--- src/rtl/multicycle_ctrl.sv ---
// Multicycle sequencer for simple_cpu: FETCH/DECODE/EXEC/MEM/WB control with a shared memory handshake.
// Optional macro ILLEGAL_TRAP_EN: illegal instructions halt the core instead of executing as NOPs.
module multicycle_ctrl (
    input  logic       clk,
    input  logic       rst,
    input  logic [6:0] opcode,
    input  logic [2:0] funct3,
    input  logic       branch_taken,
    input  logic       mem_ready,
    output logic       mem_req,
    output logic       mem_we,
    output logic       mem_addr_sel,
    output logic       ir_write,
    output logic       old_pc_write,
    output logic       pc_write,
    output logic [1:0] pc_src,
    output logic [1:0] alu_src_a,
    output logic [1:0] alu_src_b,
    output logic [1:0] alu_op,
    output logic [2:0] imm_src,
    output logic [1:0] result_src,
    output logic       reg_write,
    output logic       instr_done,
    output logic       illegal,
    output logic [2:0] state
);

    localparam logic [2:0] FETCH  = 3'd0;
    localparam logic [2:0] DECODE = 3'd1;
    localparam logic [2:0] EXEC   = 3'd2;
    localparam logic [2:0] MEM    = 3'd3;
    localparam logic [2:0] WB     = 3'd4;
    localparam logic [2:0] HALT   = 3'd5;

    localparam logic [6:0] OP_RTYPE  = 7'b0110011;
    localparam logic [6:0] OP_ITYPE  = 7'b0010011;
    localparam logic [6:0] OP_LOAD   = 7'b0000011;
    localparam logic [6:0] OP_STORE  = 7'b0100011;
    localparam logic [6:0] OP_BRANCH = 7'b1100011;
    localparam logic [6:0] OP_JAL    = 7'b1101111;
    localparam logic [6:0] OP_JALR   = 7'b1100111;
    localparam logic [6:0] OP_LUI    = 7'b0110111;
    localparam logic [6:0] OP_AUIPC  = 7'b0010111;

    // Immediate-format codes, matching the Imm_* values of the datapath's defines.vh.
    localparam logic [2:0] IMM_I = 3'd0;
    localparam logic [2:0] IMM_S = 3'd1;
    localparam logic [2:0] IMM_B = 3'd2;
    localparam logic [2:0] IMM_U = 3'd3;
    localparam logic [2:0] IMM_J = 3'd4;

    logic [2:0] state_reg;
    logic [2:0] state_next;
    logic       legal;

    always_comb begin
        case (opcode)
            OP_RTYPE, OP_ITYPE, OP_LOAD, OP_STORE, OP_BRANCH,
            OP_JAL, OP_LUI, OP_AUIPC: legal = 1'b1;
            OP_JALR:                  legal = (funct3 == 3'b000);
            default:                  legal = 1'b0;
        endcase
    end

    always_ff @(posedge clk or posedge rst) begin
        if (rst) begin
            state_reg <= FETCH;
        end else begin
            state_reg <= state_next;
        end
    end

    assign state = state_reg;

    // Strobes are gated by rst so nothing partial escapes while reset is held.
    always_comb begin
        state_next   = state_reg;
        mem_req      = 1'b0;
        mem_we       = 1'b0;
        mem_addr_sel = 1'b0;
        ir_write     = 1'b0;
        old_pc_write = 1'b0;
        pc_write     = 1'b0;
        pc_src       = 2'b00;
        alu_src_a    = 2'b00;
        alu_src_b    = 2'b00;
        alu_op       = 2'b00;
        imm_src      = 3'b000;
        result_src   = 2'b00;
        reg_write    = 1'b0;
        instr_done   = 1'b0;
        illegal      = 1'b0;
        if (!rst) begin
            case (state_reg)
                FETCH: begin
                    mem_req = 1'b1;
                    if (mem_ready) begin
                        ir_write     = 1'b1;
                        old_pc_write = 1'b1;
                        pc_write     = 1'b1;
                        state_next   = DECODE;
                    end
                end
                DECODE: begin
                    alu_src_a = 2'b01;
                    alu_src_b = 2'b01;
                    imm_src   = IMM_B;
                    if (legal) begin
                        state_next = EXEC;
                    end else begin
`ifdef ILLEGAL_TRAP_EN
                        state_next = HALT;
`else
                        instr_done = 1'b1;
                        state_next = FETCH;
`endif
                    end
                end
                EXEC: begin
                    state_next = WB;
                    case (opcode)
                        OP_RTYPE: alu_op = 2'b10;
                        OP_ITYPE: begin
                            alu_src_b = 2'b01;
                            alu_op    = 2'b10;
                            imm_src   = IMM_I;
                        end
                        OP_LOAD: begin
                            alu_src_b  = 2'b01;
                            imm_src    = IMM_I;
                            state_next = MEM;
                        end
                        OP_STORE: begin
                            alu_src_b  = 2'b01;
                            imm_src    = IMM_S;
                            state_next = MEM;
                        end
                        OP_BRANCH: begin
                            alu_op     = 2'b01;
                            pc_write   = branch_taken;
                            pc_src     = 2'b01;
                            instr_done = 1'b1;
                            state_next = FETCH;
                        end
                        OP_JAL: begin
                            alu_src_a = 2'b01;
                            alu_src_b = 2'b01;
                            imm_src   = IMM_J;
                            pc_write  = 1'b1;
                            pc_src    = 2'b10;
                        end
                        OP_JALR: begin
                            alu_src_b = 2'b01;
                            imm_src   = IMM_I;
                            pc_write  = 1'b1;
                            pc_src    = 2'b10;
                        end
                        OP_LUI: begin
                            alu_src_a = 2'b10;
                            alu_src_b = 2'b01;
                            imm_src   = IMM_U;
                        end
                        OP_AUIPC: begin
                            alu_src_a = 2'b01;
                            alu_src_b = 2'b01;
                            imm_src   = IMM_U;
                        end
                        default: state_next = FETCH;
                    endcase
                end
                MEM: begin
                    mem_req      = 1'b1;
                    mem_addr_sel = 1'b1;
                    mem_we       = (opcode == OP_STORE);
                    if (mem_ready) begin
                        if (opcode == OP_STORE) begin
                            instr_done = 1'b1;
                            state_next = FETCH;
                        end else begin
                            state_next = WB;
                        end
                    end
                end
                WB: begin
                    reg_write  = 1'b1;
                    instr_done = 1'b1;
                    state_next = FETCH;
                    if (opcode == OP_LOAD) begin
                        result_src = 2'b01;
                    end else if (opcode == OP_JAL || opcode == OP_JALR) begin
                        result_src = 2'b10;
                    end
                end
                HALT: begin
`ifdef ILLEGAL_TRAP_EN
                    illegal    = 1'b1;
                    state_next = HALT;
`else
                    state_next = FETCH;
`endif
                end
                default: state_next = FETCH;
            endcase
        end
    end

endmodule

--- config.mk ---
export PLATFORM = sky130hd
export DESIGN_NAME = multicycle_ctrl
export DESIGN_NICKNAME = d
export VERILOG_FILES = /design/src/rtl/multicycle_ctrl.sv
export SDC_FILE = /design/constraint.sdc
export NUM_CORES = 1
export LEC_CHECK = 0
export BUFFER_PORTS_ARGS = -buffer_cell sky130_fd_sc_hd__clkbuf_2
export CAP_MARGIN = 20
export CORE_MARGIN = 2
export CORE_UTILIZATION = 45
export DETAILED_ROUTE_END_ITERATION = 6
export PLACE_DENSITY = 0.93
export SLEW_MARGIN = 20
export SYNTH_ARGS = -nofsm -noshare
export SYNTH_HDL_FRONTEND = slang
export SYNTH_SLANG_ARGS = --single-unit
--- constraint.sdc ---
create_clock -name clk -period 2.4 [get_ports clk]
set_input_delay 0.24 -clock clk [delete_from_list [all_inputs] [get_ports clk]]
set_output_delay 0.24 -clock clk [all_outputs]
set_load 0.02 [all_outputs]
==> results.sh, run 1 <==
export IMPL_stdcell_area_um2=803
export IMPL_end_kind="output port"
export IMPL_dieWidth_um=41.4
export IMPL_wl_per_cell_um=14.8
export IMPL_hold_violations=0
export IMPL_powerDensity_nw_per_um2=347
export IMPL_nets=133
export IMPL_clock_latency_ns=0.25
export IMPL_fin_crit_sh_pct=85.9
export IMPL_syn_inst=84
export IMPL_largest_reg_flops=3
export IMPL_synth_edf_count=0
export IMPL_first_global_vias=681
export IMPL_grt_max_degree=18
export IMPL_drv_slew=0
export IMPL_clock_sinks=3
export IMPL_rsz0062_at_grt="no"
export IMPL_utilization_pct=61.7
export IMPL_period_needed_ns=2.06
export IMPL_cp_startpoint="state[1]"
export IMPL_first_iter_violations=52
export IMPL_grt_pass1_wl_um=3060
export IMPL_ir_drop_uv=142
export IMPL_crit_arrival_ns=1.82
export IMPL_drive_gt1_share_pct=42.4
export IMPL_ant_nets=0
export IMPL_avgSynthCellArea_um2=7.51
export IMPL_cts_hold_fix_buffers=0
export IMPL_dp_cells=129
export IMPL_power_leakage_nw=0.409
export IMPL_setup_viol=0
export IMPL_port_buffers=36
export IMPL_root_buffer="clkbuf_4"
export IMPL_wl_um=1980
export IMPL_cts_repair_resized=0
export IMPL_antenna_cells=0
export IMPL_slew_headroom_pct=62.2
export IMPL_cts_tree="done"
export IMPL_final_cells=133
export IMPL_vias=831
export IMPL_dpl_cell_area_um2=777
export IMPL_std_cell_rows=13
export IMPL_path_clk_slew_ns=0.05
export IMPL_core_area_um2=1300
export IMPL_synth_cell_types=39
export IMPL_cts_made_buffers=3
export IMPL_fmax_mhz=485
export IMPL_status="completed"
export IMPL_drt_pass1_iterations=6
export IMPL_cts_buffer_depth=2
export IMPL_cp_start_kind="flip-flop"
export IMPL_fin_tns_setup_ns=0
export IMPL_initial_core_util_pct=48.5
export IMPL_drv_cap=0
export IMPL_hp_class="in -> async"
export IMPL_synth_seq_cells=3
export IMPL_r2r_start="state[0]"
export IMPL_ys_flop_type="dfrtp_1"
export IMPL_die_h_um=41.4
export IMPL_io_pins=39
export IMPL_dpl_hpwl_um=1530
export IMPL_fin_skew_ns=0.0125
export IMPL_gr_total_overflow=0
export IMPL_async_flop_share_pct=100
export IMPL_grt_use_total_pct=22.8
export IMPL_die_area_um2=1720
export IMPL_yosysSeqAreaShare_pct=11.9
export IMPL_antenna_found_initial=0
export IMPL_synth_area_um2=631
export IMPL_area_growth_pct=27.4
export IMPL_worst_pin_slew_ns=0.567
export IMPL_criticalPathCategory="reg -> out"
export IMPL_critPathRequiredTime_ns=2.16
export IMPL_vias_per_cell=6.25
export IMPL_h_tree_depth=1
export IMPL_yosysWarnings=0
export IMPL_postCtsSetupBuffers=0
export IMPL_gp_congestion=0.949
export IMPL_drcViolationCount=0
export IMPL_critical_path_peak_fanout=12
final timing paths:
kind / to / slack [ns] / cells after the start
min in group clk: state[0] / 0.45 / 4
setup reg to reg: state[2] / 0.91 / 3
hold reg to reg: state[2] / 0.75 / 1
hold / removal: state[0] / 0.05 / 2
setup / recovery: alu_op[1] / 0.34 / 5
max in group asynchronous: state[2] / 2.16 / 2
through the flow:
step	setup slack [ns]	hold WS, ns	power [mW]
after floorplan	0.468	0.0187	0.147
after global placement	0.659	0.288	0.176
after detailed placement	0.605	0.319	0.180
after CTS	0.371	0.0572	0.275
after global routing	0.219	0.0966	0.289
final	0.340	0.0479	0.279
area by class of cell:
| class | instances | area (µm²) |
|---|---|---|
| repair buffers | 36 | 180 |
| flip-flops and latches | 3 | 75.1 |
| multi-input cells | 68 | 477 |
| fillers | 123 | 498 |
| inverters | 7 | 26.3 |
| clock buffers | 4 | 26.3 |
| well taps | 15 | 18.8 |
power breakdown:
group	internal [mW]	switching, mW	leakage [nW]
registers	0.0534	0.0140	0.0405
clock network	0.0629	0.0349	0.0150
logic	0.0417	0.0718	0.353
logic make-up after synthesis:
| logic type | Yosys count | share of synthesized area, % |
|---|---|---|
| AND/OR/NAND/NOR | 46 | 50.0 |
| AO/OA/AOI/OAI | 19 | 22.8 |
| buffers and inverters | 14 | 13.1 |
| flip-flops | 3 | 11.9 |
| multiplexers | 1 | 1.59 |
| other | 1 | 0.595 |
per-layer routing:
layer / vias to the layer above / GRT usage, % / share of wire, %
li1: 376 / - / -
met1: 360 / 29.4 / 38
met2: 77 / 37.2 / 45
met3: 18 / 2.61 / 13
met4: 0 / 11.0 / 4.4
met5: - / 0 / 0
critical path: stages (launching register included):
cell and delay, ns:
dfrtp_1 0.62, nand2b_2 0.20, nor3_2 0.23, nand2_1 0.13
nor4_1 0.17, clkbuf_2 0.21
Yosys cell counts (all sizes together), types with 2 or more instances:
| master | n | area, µm² |
|---|---|---|
| a21oi | 3 | 15.0 |
| a221oi | 2 | 23.8 |
| and2 | 3 | 18.8 |
| and3 | 2 | 12.5 |
| buf | 7 | 56.3 |
| dfrtp | 3 | 75.1 |
| inv | 7 | 26.3 |
| nand2 | 5 | 18.8 |
| nand2b | 2 | 17.5 |
| nand3 | 5 | 25.0 |
| nand3b | 2 | 15.0 |
| nor2 | 6 | 22.5 |
| nor2b | 5 | 38.8 |
| nor3 | 7 | 62.6 |
| nor4 | 5 | 43.8 |
| nor4b | 2 | 17.5 |
| o21ai | 3 | 15.0 |
layout by cell type, fill, tap and decap left out, types with 2 or more instances in the layout:
cell type	instances
inv_1	6
nand3b_1	2
nand2_1	5
nor2_1	6
nor3_4	2
clkbuf_2	36
clkbuf_4	3
and2_1	3
nor4_1	3
conb_1	2
nor4b_1	2
nor2b_1	4
and3_1	2
nor4_2	2
dfrtp_1	3
a21oi_1	3
nand3_1	5
nand2b_2	2
nor3_1	4
o21ai_0	3
No activity file was read; power rests on OpenSTA's default activity.
==> run 2, diff against run 1 <==
--- a/config.mk
+++ b/config.mk
@@ -11,6 +11,7 @@
 export CORE_UTILIZATION = 45
 export DETAILED_ROUTE_END_ITERATION = 6
 export PLACE_DENSITY = 0.93
+export REMOVE_ABC_BUFFERS = 1
 export SLEW_MARGIN = 20
 export SYNTH_ARGS = -nofsm -noshare
 export SYNTH_HDL_FRONTEND = slang
==> results.sh, run 2 (same netlist as run 1, synthesis figures left out) <==
export IMPL_antenna_found_initial=0
export IMPL_wl_um=1860
export IMPL_p_sw_uw=110
export IMPL_utilization_pct=61.7
export IMPL_std_cell_rows=13
export IMPL_port_buffers=36
export IMPL_setup_viol=0
export IMPL_final_fill_count=120
export IMPL_grt_pass1_wl_um=2900
export IMPL_final_cells=133
export IMPL_layout_commonest_cell="clkbuf_2"
export IMPL_dp_cells=129
export IMPL_root_buffer="clkbuf_4"
export IMPL_antenna_cells=0
export IMPL_fin_crit_sh_pct=85.1
export IMPL_clock_latency_ns=0.23
export IMPL_fin_tns_setup_ns=0
export IMPL_cts_made_buffers=3
export IMPL_r2r_setup_slack_ns=0.88
export IMPL_path_delay_family="simple AND/OR/NAND/NOR gates"
export IMPL_power_frac_clock_pct=32.6
export IMPL_multiInputGateArea_um2=477
export IMPL_hold_ws_ns=0.0804
export IMPL_period_needed_ns=2.04
export IMPL_post_place_ws_ns=0.543
export IMPL_wl_per_cell_um=14.0
export IMPL_status="completed"
export IMPL_ir_drop_uv=272
export IMPL_area_growth_pct=27.4
export IMPL_die_h_um=41.4
export IMPL_hp_class="in -> async"
export IMPL_crit_arrival_ns=1.80
export IMPL_power_leakage_nw=0.409
export IMPL_nets=133
export IMPL_hold_violations=0
export IMPL_io_pins=39
export IMPL_ant_nets=0
export IMPL_vias_per_cell=6.10
export IMPL_sw_frac_of_total_pct=41.2
export IMPL_gr_total_overflow=0
export IMPL_critPathBufInv=1
export IMPL_drv_slew=0
export IMPL_cp_slowest_stage_delay_ns=0.61
export IMPL_rr_endpoint="state[0]"
export IMPL_postCtsSetupBuffers=0
export IMPL_end_kind="output port"
export IMPL_h_tree_depth=1
export IMPL_rsz0062_at_grt="no"
export IMPL_first_iter_violations=33
export IMPL_power_uw=268
export IMPL_first_global_vias=706
export IMPL_stdcell_area_um2=803
export IMPL_powerDensity_nw_per_um2=333
export IMPL_dieWidth_um=41.4
export IMPL_core_area_um2=1300
export IMPL_critPathRequiredTime_ns=2.16
export IMPL_initial_core_util_pct=48.5
export IMPL_largest_reg_flops=3
export IMPL_worst_slack_ns=0.357
export IMPL_cts_tree="done"
export IMPL_r2r_start="state[0]"
export IMPL_gp_congestion=0.962
export IMPL_crit_cells=5
export IMPL_combPwrFrac_pct=42.3
export IMPL_slowest_stage="dfrtp_1"
export IMPL_cts_hold_fix_buffers=0
export IMPL_criticalPathCategory="reg -> out"
export IMPL_critical_path_peak_fanout=12
export IMPL_cts_repair_resized=0
export IMPL_fin_skew_ns=0.000714
export IMPL_dpl_hpwl_um=1390
export IMPL_p_seq_share_pct=25.1
export IMPL_clock_sinks=3
export IMPL_internal_power_uw=157
export IMPL_fmax_mhz=490
export IMPL_drive_gt1_share_pct=42.4
export IMPL_regArea_um2=75.1
export IMPL_cp_cell_sequence="nand2b_2 > nor3_2 > nand2_1 > nor4_1 > clkbuf_2"
export IMPL_drv_cap=0
export IMPL_drt_pass1_iterations=4
export IMPL_slew_headroom_pct=63.0
export IMPL_path_clk_slew_ns=0.04
export IMPL_cp_start_kind="flip-flop"
export IMPL_drcViolationCount=0
export IMPL_die_area_um2=1720
export IMPL_cts_buffer_depth=2
export IMPL_grt_max_degree=18
export IMPL_dpl_cell_area_um2=777
export IMPL_final_cell_mix="clkbuf_2, inv_1, nor2_1"
export IMPL_worst_pin_slew_ns=0.555
export IMPL_worst_r2r_path_depth=4
export IMPL_vias=811
export IMPL_grt_use_total_pct=21.2
## run 2: cell counts in the layout (fill, tap and decap cells not counted)
Identical to the previous run, type by type.
## run 2: worst max path at each step
| stage | slack, ns | end | start |
|---|---|---|---|
| 3_3_place_gp | 0.63 | alu_op[1] | state[1] |
| 4_1_cts | 0.38 | alu_op[1] | state[1] |
| 2_1_floorplan | 0.43 | alu_op[1] | state[1] |
| 6_report | 0.36 | alu_op[1] | state[1] |
| 5_1_grt | 0.22 | alu_op[1] | state[1] |
| 3_5_place_dp | 0.54 | instr_done | opcode[2] |
## run 2: per-layer routing
metal	wire, µm	GRT usage, %	up-vias
li1	-	-	383
met4	47	11.0	0
met3	161	5.22	6
met1	725	21.1	365
met5	0	0	-
met2	922	39.7	57
## run 2: area by class of cell
| cell class | instances | share of cell area [%] |
|---|---|---|
| multi-input combinational | 68 | 59.3 |
| clock buffer | 4 | 3.27 |
| inverter | 7 | 3.27 |
| timing repair buffer | 36 | 22.4 |
| tap | 15 | 2.34 |
| sequential | 3 | 9.35 |
## run 2: power by group through the flow
stage,Clock (mW),Sequential [mW],Combinational [mW]
final,0.0872,0.0673,0.113
after global routing,0.0929,0.0683,0.121
after CTS,0.0865,0.0669,0.112
after detailed placement,0,0.0675,0.110
after global placement,0,0.0676,0.107
after floorplan,0,0.0685,0.0652
==> run 3, diff against run 2 <==
--- a/config.mk
+++ b/config.mk
@@ -10,8 +10,10 @@
 export CORE_MARGIN = 2
 export CORE_UTILIZATION = 45
 export DETAILED_ROUTE_END_ITERATION = 6
+export GPL_TIMING_DRIVEN = 0
 export PLACE_DENSITY = 0.93
 export REMOVE_ABC_BUFFERS = 1
+export SKIP_LAST_GASP = 1
 export SLEW_MARGIN = 20
 export SYNTH_ARGS = -nofsm -noshare
 export SYNTH_HDL_FRONTEND = slang
==> results.sh, run 3 (same netlist as run 1, synthesis figures left out) <==
export IMPL_status="completed"
export IMPL_die_h_um=41.4
export IMPL_antenna_cells=0
export IMPL_h_tree_depth=1
export IMPL_path_clk_slew_ns=0.04
export IMPL_worst_slack_ns=0.356
export IMPL_first_global_vias=655
export IMPL_root_buffer="clkbuf_4"
export IMPL_rsz0062_at_grt="no"
export IMPL_dpl_hpwl_um=1350
export IMPL_postCtsSetupBuffers=0
export IMPL_cts_buffer_depth=2
export IMPL_dieWidth_um=41.4
export IMPL_cp_startpoint="state[1]"
export IMPL_nets=133
export IMPL_drv_slew=0
export IMPL_drt_pass1_iterations=4
export IMPL_r2r_start="state[0]"
export IMPL_die_area_um2=1720
export IMPL_drv_cap=0
export IMPL_wl_um=1770
export IMPL_io_pins=39
export IMPL_clock_sinks=3
export IMPL_drcViolationCount=0
export IMPL_port_buffers=36
export IMPL_ant_nets=0
export IMPL_grt_max_degree=18
export IMPL_fin_skew_ns=0.000616
export IMPL_power_leakage_nw=0.409
export IMPL_fmax_mhz=489
export IMPL_worst_r2r_path_depth=3
export IMPL_crit_arrival_ns=1.80
export IMPL_period_needed_ns=2.04
export IMPL_cts_repair_resized=0
export IMPL_cts_tree="done"
export IMPL_rr_endpoint="state[2]"
export IMPL_vias=802
export IMPL_clock_latency_ns=0.24
export IMPL_ir_drop_uv=249
export IMPL_vias_per_cell=6.03
export IMPL_setup_viol=0
export IMPL_fin_tns_setup_ns=0
export IMPL_critical_path_peak_fanout=12
export IMPL_first_iter_violations=63
export IMPL_worst_pin_slew_ns=0.573
export IMPL_post_place_ws_ns=0.594
export IMPL_gp_congestion=0.952
export IMPL_cts_hold_fix_buffers=0
export IMPL_largest_reg_flops=3
export IMPL_core_area_um2=1300
export IMPL_hold_violations=0
export IMPL_end_kind="output port"
export IMPL_slew_headroom_pct=61.8
export IMPL_powerDensity_nw_per_um2=337
export IMPL_wl_per_cell_um=13.3
export IMPL_grt_pass1_wl_um=2860
export IMPL_antenna_found_initial=0
export IMPL_critPathRequiredTime_ns=2.16
export IMPL_fin_crit_sh_pct=85.2
export IMPL_criticalPathCategory="reg -> out"
export IMPL_gr_total_overflow=0
export IMPL_hp_class="in -> async"
export IMPL_cp_start_kind="flip-flop"
export IMPL_std_cell_rows=13
export IMPL_area_growth_pct=27.4
export IMPL_drive_gt1_share_pct=42.4
export IMPL_r2r_setup_slack_ns=0.96
export IMPL_final_cell_mix="clkbuf_2, inv_1, nor2_1"
export IMPL_layout_commonest_cell="clkbuf_2"
export IMPL_grt_use_total_pct=20.3
export IMPL_cts_made_buffers=3
export IMPL_final_fill_count=114
export IMPL_initial_core_util_pct=48.5
run 3: cell counts in the layout (fill, tap and decap cells not counted):
No cell type changed its count.
run 3: worst max-delay path by stage:
| stage | to | slack, ns | depth (start not counted) |
|---|---|---|---|
| 4_1_cts | alu_op[1] | 0.37 | 5 |
| 5_1_grt | alu_op[1] | 0.22 | 5 |
| 6_report | alu_op[1] | 0.36 | 5 |
| 2_1_floorplan | alu_op[1] | 0.43 | 4 |
| 3_5_place_dp | pc_write | 0.59 | 6 |
| 3_3_place_gp | instr_done | 0.63 | 6 |
run 3: layout make-up:
| class | instances | area [µm²] | share of cell area (%) |
|---|---|---|---|
| repair buffers | 36 | 180 | 22.4 |
| inverters | 7 | 26.3 | 3.27 |
| well taps | 15 | 18.8 | 2.34 |
| multi-input cells | 68 | 477 | 59.3 |
| flip-flops and latches | 3 | 75.1 | 9.35 |
| clock buffers | 4 | 26.3 | 3.27 |
run 3: per-stage QoR:
stage | instance area (µm²) | std cells | utilization, % | hold WS (ns) | power (mW)
after floorplan | 578 | 78 | - | 0.0187 | 0.134
after global placement | 777 | 129 | 59.7 | 0.294 | 0.175
after detailed placement | 777 | 129 | 59.7 | 0.304 | 0.178
after CTS | 803 | 133 | 61.7 | 0.0527 | 0.270
after global routing | 803 | 133 | 61.7 | 0.0800 | 0.285
final | 803 | 133 | 61.7 | 0.0561 | 0.271
run 3: routing by layer:
layer	share of wire, %	track usage (%)	vias to the layer above	wire length (µm)
li1	-	-	378	-
met1	38	25.3	354	678
met2	48	35.3	63	854
met3	11	2.61	7	196
met4	2.2	7.10	0	38
met5	0	0	-	0
run 3: critical path: stages (launching register included):
cell	delay (ns)
dfrtp_1	0.61
nand2b_2	0.21
nor3_2	0.23
nand2_1	0.13
nor4_1	0.17
clkbuf_2	0.21
run 3: power breakdown:
group | internal (mW) | leakage (nW) | switching, mW
sequential | 0.0535 | 0.0405 | 0.0141
combinational | 0.0417 | 0.353 | 0.0701
clock | 0.0625 | 0.0150 | 0.0291
total | 0.158 | 0.409 | 0.113
